## config.mk

```make
export PLATFORM = sky130hd
export DESIGN_NAME = ex_type_r_m
export DESIGN_NICKNAME = d
export VERILOG_FILES = /design/src/rtl/ex_type_r_m.sv
export SDC_FILE = /design/constraint.sdc
export NUM_CORES = 2
export LEC_CHECK = 0
export CAP_MARGIN = 20
export CORE_UTILIZATION = 25
export DETAILED_ROUTE_END_ITERATION = 6
export PLACE_DENSITY_LB_ADDON = 0.1
export SLEW_MARGIN = 20
export SYNTH_ARGS = -nofsm -noshare
export SYNTH_HDL_FRONTEND = slang
export SYNTH_SLANG_ARGS = --single-unit
```

## constraint.sdc

```tcl
create_clock -name clk -period 15.4 [get_ports clk]
set_input_delay 2.31 -clock clk [delete_from_list [all_inputs] [get_ports clk]]
set_output_delay 2.31 -clock clk [all_outputs]
set_load 0.03 [all_outputs]
```

## src/rtl/ex_type_r_m.sv

```systemverilog
// ex_type_r_m -- execute stage for OP-opcode instructions (RV32I R-type and RV32M).
//
// ALU and multiply ops produce a registered result one cycle after accept.
// DIV/DIVU/REM/REMU run on an iterative radix-2 restoring divider that
// operates on magnitudes. ready_o is held low while the divider is busy.
// Divide-by-zero and signed overflow are resolved in one cycle and do not
// use the divider.
//
// Ports
//   clk          in   clock, rising edge
//   rst_n        in   synchronous reset, active low
//   valid_i      in   ID presents an instruction
//   ready_o      out  EX can accept (accept = valid_i & ready_o & !flush_i)
//   flush_i      in   kill the accepted or in-flight op; no write-back for it
//   inst_i       in   raw instruction (opcode, funct3, funct7 are decoded)
//   op1_i/op2_i  in   rs1 / rs2 values
//   reg_we_i     in   ID write enable; 0 turns the accept into a bubble
//   reg_waddr_i  in   destination rd
//   valid_o      out  one-cycle pulse: write-back fields are valid
//   reg_we_o     out  register write enable, qualified by valid_o
//   reg_waddr_o  out  destination rd
//   reg_wdata_o  out  result

`ifndef DATA_WIDTH
`define DATA_WIDTH 32
`endif
`ifndef RDATA_WIDTH
`define RDATA_WIDTH 32
`endif
`ifndef RADDR_WIDTH
`define RADDR_WIDTH 5
`endif
`ifndef INST_TYPE_R_M
`define INST_TYPE_R_M 7'b0110011
`endif

module ex_type_r_m #(
  parameter int XLEN = `RDATA_WIDTH
) (
  input  logic                    clk,
  input  logic                    rst_n,
  input  logic                    valid_i,
  output logic                    ready_o,
  input  logic                    flush_i,
  input  logic [`DATA_WIDTH-1:0]  inst_i,
  input  logic [XLEN-1:0]         op1_i,
  input  logic [XLEN-1:0]         op2_i,
  input  logic                    reg_we_i,
  input  logic [`RADDR_WIDTH-1:0] reg_waddr_i,
  output logic                    valid_o,
  output logic                    reg_we_o,
  output logic [`RADDR_WIDTH-1:0] reg_waddr_o,
  output logic [XLEN-1:0]         reg_wdata_o
);

  localparam int SHW = $clog2(XLEN);
  localparam int CW  = SHW + 1;
  localparam logic [XLEN-1:0] MIN_NEG  = {1'b1, {(XLEN-1){1'b0}}};
  localparam logic [XLEN-1:0] ALL_ONES = {XLEN{1'b1}};

  typedef enum logic {IDLE, BUSY} state_e;

  state_e                    state_q, state_d;
  logic                      valid_q, valid_d;
  logic                      we_q, we_d;
  logic [`RADDR_WIDTH-1:0]   waddr_q, waddr_d;
  logic [XLEN-1:0]           wdata_q, wdata_d;
  // Divider state: quot_q starts as |dividend| and fills with quotient bits
  // from the right as the dividend bits are shifted into rem_q.
  logic [XLEN-1:0]           rem_q, rem_d;
  logic [XLEN-1:0]           quot_q, quot_d;
  logic [XLEN-1:0]           divisor_q, divisor_d;
  logic [CW-1:0]             count_q, count_d;
  logic                      neg_quot_q, neg_quot_d;
  logic                      neg_rem_q, neg_rem_d;
  logic                      is_rem_q, is_rem_d;
  logic [`RADDR_WIDTH-1:0]   rd_q, rd_d;

  // Decode
  logic [6:0] opcode;
  logic [2:0] funct3;
  logic [6:0] funct7;
  logic       legal, is_mul_div, is_div, alt, accept, go;
  logic       unused_inst;

  assign opcode      = inst_i[6:0];
  assign funct3      = inst_i[14:12];
  assign funct7      = inst_i[31:25];
  assign unused_inst = ^{inst_i[24:15], inst_i[11:7]};

  assign legal      = (opcode == `INST_TYPE_R_M) &&
                      (funct7 == 7'b0000000 || funct7 == 7'b0100000 ||
                       funct7 == 7'b0000001);
  assign is_mul_div = (funct7 == 7'b0000001);
  assign is_div     = is_mul_div & funct3[2];
  assign alt        = (funct7 == 7'b0100000);

  assign ready_o = (state_q == IDLE);
  assign accept  = valid_i & ready_o & ~flush_i;
  assign go      = accept & legal & reg_we_i;

  // ALU
  logic [SHW-1:0]  shamt;
  logic [XLEN-1:0] alu_result;
  logic            slt, sltu;

  assign shamt = op2_i[SHW-1:0];
  assign slt   = $signed(op1_i) < $signed(op2_i);
  assign sltu  = op1_i < op2_i;

  always_comb begin
    alu_result = '0;
    case (funct3)
      3'b000:  alu_result = alt ? (op1_i - op2_i) : (op1_i + op2_i);
      3'b001:  alu_result = op1_i << shamt;
      3'b010:  alu_result = {{(XLEN-1){1'b0}}, slt};
      3'b011:  alu_result = {{(XLEN-1){1'b0}}, sltu};
      3'b100:  alu_result = op1_i ^ op2_i;
      3'b101:  alu_result = alt ? XLEN'($signed(op1_i) >>> shamt) : (op1_i >> shamt);
      3'b110:  alu_result = op1_i | op2_i;
      default: alu_result = op1_i & op2_i;
    endcase
  end

  // Multiplier: one 2*XLEN multiply on sign- or zero-extended operands covers
  // all four variants, since the low 2*XLEN bits of the product are exact.
  logic              a_signed, b_signed;
  logic [2*XLEN-1:0] mul_a, mul_b, prod;
  logic [XLEN-1:0]   mul_result;

  assign a_signed   = (funct3[1:0] == 2'b01) || (funct3[1:0] == 2'b10);
  assign b_signed   = (funct3[1:0] == 2'b01);
  assign mul_a      = {{XLEN{a_signed & op1_i[XLEN-1]}}, op1_i};
  assign mul_b      = {{XLEN{b_signed & op2_i[XLEN-1]}}, op2_i};
  assign prod       = mul_a * mul_b;
  assign mul_result = (funct3[1:0] == 2'b00) ? prod[XLEN-1:0] : prod[2*XLEN-1:XLEN];

  // Divide setup and single-cycle special cases
  logic            div_signed, div_is_rem, div_zero, div_ovf, op1_neg, op2_neg;
  logic [XLEN-1:0] abs1, abs2, special_result;

  assign div_signed = ~funct3[0];
  assign div_is_rem = funct3[1];
  assign div_zero   = (op2_i == '0);
  assign div_ovf    = div_signed && (op1_i == MIN_NEG) && (op2_i == ALL_ONES);
  assign op1_neg    = div_signed & op1_i[XLEN-1];
  assign op2_neg    = div_signed & op2_i[XLEN-1];
  assign abs1       = op1_neg ? (-op1_i) : op1_i;
  assign abs2       = op2_neg ? (-op2_i) : op2_i;

  always_comb begin
    if (div_zero) special_result = div_is_rem ? op1_i : ALL_ONES;
    else          special_result = div_is_rem ? '0 : MIN_NEG;
  end

  // One restoring shift-subtract step
  logic [XLEN:0]   rem_shift, diff;
  logic            take;
  logic [XLEN-1:0] rem_step, quot_step, quot_fin, rem_fin;

  assign rem_shift = {rem_q, quot_q[XLEN-1]};
  assign diff      = rem_shift - {1'b0, divisor_q};
  assign take      = ~diff[XLEN];
  assign rem_step  = take ? diff[XLEN-1:0] : rem_shift[XLEN-1:0];
  assign quot_step = {quot_q[XLEN-2:0], take};
  assign quot_fin  = neg_quot_q ? (-quot_step) : quot_step;
  assign rem_fin   = neg_rem_q ? (-rem_step) : rem_step;

  // Next state
  always_comb begin
    state_d    = state_q;
    valid_d    = 1'b0;
    we_d       = we_q;
    waddr_d    = waddr_q;
    wdata_d    = wdata_q;
    rem_d      = rem_q;
    quot_d     = quot_q;
    divisor_d  = divisor_q;
    count_d    = count_q;
    neg_quot_d = neg_quot_q;
    neg_rem_d  = neg_rem_q;
    is_rem_d   = is_rem_q;
    rd_d       = rd_q;

    case (state_q)
      IDLE: begin
        if (go) begin
          if (is_div && !div_zero && !div_ovf) begin
            rem_d      = '0;
            quot_d     = abs1;
            divisor_d  = abs2;
            count_d    = CW'(XLEN);
            neg_quot_d = op1_neg ^ op2_neg;
            neg_rem_d  = op1_neg;
            is_rem_d   = div_is_rem;
            rd_d       = reg_waddr_i;
            state_d    = BUSY;
          end else begin
            valid_d = 1'b1;
            we_d    = 1'b1;
            waddr_d = reg_waddr_i;
            if (is_div)          wdata_d = special_result;
            else if (is_mul_div) wdata_d = mul_result;
            else                 wdata_d = alu_result;
          end
        end
      end
      default: begin  // BUSY
        if (flush_i) begin
          state_d = IDLE;
        end else begin
          rem_d   = rem_step;
          quot_d  = quot_step;
          count_d = count_q - CW'(1);
          if (count_q == CW'(1)) begin
            state_d = IDLE;
            valid_d = 1'b1;
            we_d    = 1'b1;
            waddr_d = rd_q;
            wdata_d = is_rem_q ? rem_fin : quot_fin;
          end
        end
      end
    endcase
  end

  always_ff @(posedge clk) begin
    if (!rst_n) begin
      state_q    <= IDLE;
      valid_q    <= 1'b0;
      we_q       <= 1'b0;
      waddr_q    <= '0;
      wdata_q    <= '0;
      rem_q      <= '0;
      quot_q     <= '0;
      divisor_q  <= '0;
      count_q    <= '0;
      neg_quot_q <= 1'b0;
      neg_rem_q  <= 1'b0;
      is_rem_q   <= 1'b0;
      rd_q       <= '0;
    end else begin
      state_q    <= state_d;
      valid_q    <= valid_d;
      we_q       <= we_d;
      waddr_q    <= waddr_d;
      wdata_q    <= wdata_d;
      rem_q      <= rem_d;
      quot_q     <= quot_d;
      divisor_q  <= divisor_d;
      count_q    <= count_d;
      neg_quot_q <= neg_quot_d;
      neg_rem_q  <= neg_rem_d;
      is_rem_q   <= is_rem_d;
      rd_q       <= rd_d;
    end
  end

  assign valid_o     = valid_q;
  assign reg_we_o    = we_q;
  assign reg_waddr_o = waddr_q;
  assign reg_wdata_o = wdata_q;

endmodule

```

==> flow_summary.json <==
{
  "drt_iter0_drc": 4256,
  "antenna_left": 0,
  "yosysSeqAreaShare": 0.05201,
  "reg2reg_to": "reg_wdata_o[30]",
  "layout_common_cells": "inv_1 (1,351), fa_1 (1,128), nand2_1 (1,027)",
  "firstDrtPassIters": 6,
  "fin_util": 0.2744,
  "cts_buffers": 17,
  "grtUsageTotal": 0.2512,
  "hold_viol_final": 0,
  "vias": 51770,
  "syn_area_mm2": 0.05774,
  "cp.required_ns": 15.76,
  "finalCritPeriodShare": 0.8320,
  "rows": 176,
  "hold_path.class": "flop to flop",
  "clockBufferDepth": 2,
  "avgViaCountPerCell": 5.136,
  "fmax_mhz": 78.05,
  "grt_pass1_vias": 54090,
  "min_to": "rd_q[1]",
  "drc": 0,
  "finalWorstSetupSlack_ns": 2.587,
  "min_period_ns": 12.81,
  "timing.reg2reg.worst_path_depth": 19,
  "final_common_cell": "inv_1",
  "critPathMaxFanout": 11,
  "worst_pin_slew_ns": 1.375,
  "crit_buf_inv": 7,
  "holdCritStartpoint": "rd_q[1]",
  "max_stage_delay_ns": 0.66,
  "synthFlopType": "dfxtp_1",
  "io_pins": 146,
  "postSynth.asyncResetShare": 0,
  "ys_types": 98,
  "syn_avg_cell_area_um2": 8.083,
  "cts_num_sinks": 150,
  "crit_cells": 30,
  "place_ws_ns": 2.168,
  "gp_congestion": 1.023,
  "synth.ff_latch_count": 150,
  "critPathKind": "input pin to flop",
  "r2r-start": "divisor_q[17]",
  "r2r_slack_ns": 9.02,
  "portBuffers": 130,
  "layout-drive-gt1-share": 0.05847,
  "path_clk_slew_ns": 0.07,
  "status": "finished, final reports clean",
  "grt_pass1_wl_um": 416400,
  "path_delay_family": "adder cells",
  "cp.arrival_ns": 13.17,
  "dp.final_hpwl_um": 233200,
  "finalSetupViolations": 0,
  "hold_buffers": 0,
  "cp-start-kind": "input pin",
  "coreArea_mm2": 0.2297,
  "grt_max_degree": 69,
  "drv_cap": 0,
  "gr-total-overflow": 0,
  "cts_tree": "done",
  "rsz0062_at_grt": "no",
  "cts-root-buf": "clkbuf_16",
  "drt_wl_total_um": 291400,
  "timing.setup.tns_ns": 0,
  "clk_latency_ns": 0.49,
  "cp-end-kind": "flop",
  "drt-wirelength-per-cell_um": 28.91,
  "synth_nets": 8730,
  "nets": 8620,
  "die_area_mm2": 0.2329,
  "critPathLaunch": "inst_i[13]",
  "area_delta_synth_final_pct": 9.140,
  "ys.warnings.count": 0,
  "antenna_found_initial": 23,
  "netlist_instances": 7144,
  "slew_violations": 0,
  "htreeDepth": 4,
  "post_cts_resized": 0,
  "synth_edf_count": 0,
  "start_util": 0.2514,
  "fin_skew_ns": 0.01383,
  "die_w_um": 482.6,
  "crit_top_cell": "fa_1",
  "cts_setup_buffers": 0,
  "die_height_um": 482.6,
  "slowest_stage": "and2_1",
  "hold_depth": 2,
  "relSlewSlack": 0.08145
}
[state kept, by name, indices dropped and copies added, names as in the netlist]
signal and cells:
count_q 6, divisor_q 32, is_rem_q 1, neg_quot_q 1, neg_rem_q 1, quot_q 32, rd_q 5, reg_waddr_o 5
reg_wdata_o 32, reg_we_o 1, rem_q 32, state_q 1, valid_o 1
[cell usage after synthesis, types with 18 or more instances]
cell type	count	area (um^2)
or3_1	34	212.7
nor2_1	704	2643
mux2i_1	83	830.8
a21o_1	56	420.4
dfxtp_1	150	3003
o31ai_1	41	307.8
and3_1	35	219.0
mux4_2	51	1149
o2111ai_1	18	157.7
a22oi_1	27	202.7
fa_1	1128	22580
o221ai_1	28	245.2
o21bai_1	24	180.2
xor2_1	59	516.8
nand2b_1	28	175.2
nand4_1	40	250.2
nor2b_1	19	118.9
o21ai_0	242	1211
ha_1	352	4404
nand3_1	70	350.3
inv_1	1353	5079
nor3_1	91	455.4
a211oi_1	85	638.1
nand2_1	1027	3855
buf_1	86	322.8
nor4_1	26	162.7
a21oi_1	292	1461
clkbuf_1	344	1291
a221oi_1	43	376.6
a31oi_1	56	350.3
buf_2	23	115.1
o211ai_1	56	420.4
xnor2_1	171	1498
[layout make-up]
class	instances	area [um^2]
diodes	8	20.02
clock buffers	20	446.7
clock inverters	11	173.9
fillers	25180	166700
inverters	1379	5179
multi-input cells	5158	47880
flip-flops and latches	150	3004
well taps	3026	3786
repair buffers	328	2525
[kinds of logic (layout without fill, tap and decap cells)]
group	after synthesis	count (layout)	synth area share
AOI/OAI and AO/OA	1150	1150	0.1316
xor gates and xnor gates	230	230	0.03489
adders and majority gates	1480	1480	0.4674
buffers and inverters	1836	1738	0.1202
DFF	150	150	0.05201
muxes	146	146	0.03662
other	0	8	0
and+or+nand+nor	2152	2152	0.1573
[metal layers]
| metal | vias to the layer above | GRT usage | part of all wire |
|---|---|---|---|
| met5 | - | 0 | 0.00014 |
| met4 | 6 | 0.09181 | 0.044 |
| met3 | 391 | 0.02572 | 0.052 |
| met2 | 1775 | 0.4063 | 0.46 |
| met1 | 27230 | 0.3452 | 0.45 |
| li1 | 22370 | - | - |
[tightest hold or removal path, cell delays in order (launching register included)]
cell and delay (ns):
dfxtp_1 0.31, nand2_1 0.05, a21oi_1 0.05
[worst max path at each step]
stage | endpoint | slack, ns
after CTS | reg_wdata_o[31] | 2.66
after global routing | reg_wdata_o[22] | 2.15
after global placement | reg_wdata_o[31] | 2.17
final | reg_wdata_o[22] | 2.59
after detailed placement | reg_wdata_o[31] | 2.17
after floorplan | reg_wdata_o[9] | 4.28
[metrics by stage]
stage | cells | area (um^2) | hold slack, ns
floorplan | 7144 | 57740 | 0.4315
global placement | 10040 | 62360 | 0.4393
detailed placement | 10040 | 62370 | 0.4444
CTS | 10070 | 62990 | 0.4553
global route | 10070 | 63000 | 0.4750
finish | 10080 | 63020 | 0.4536
Power is not shown: default switching activity piles up to over one toggle a cycle in this logic, so the estimate is an artifact.
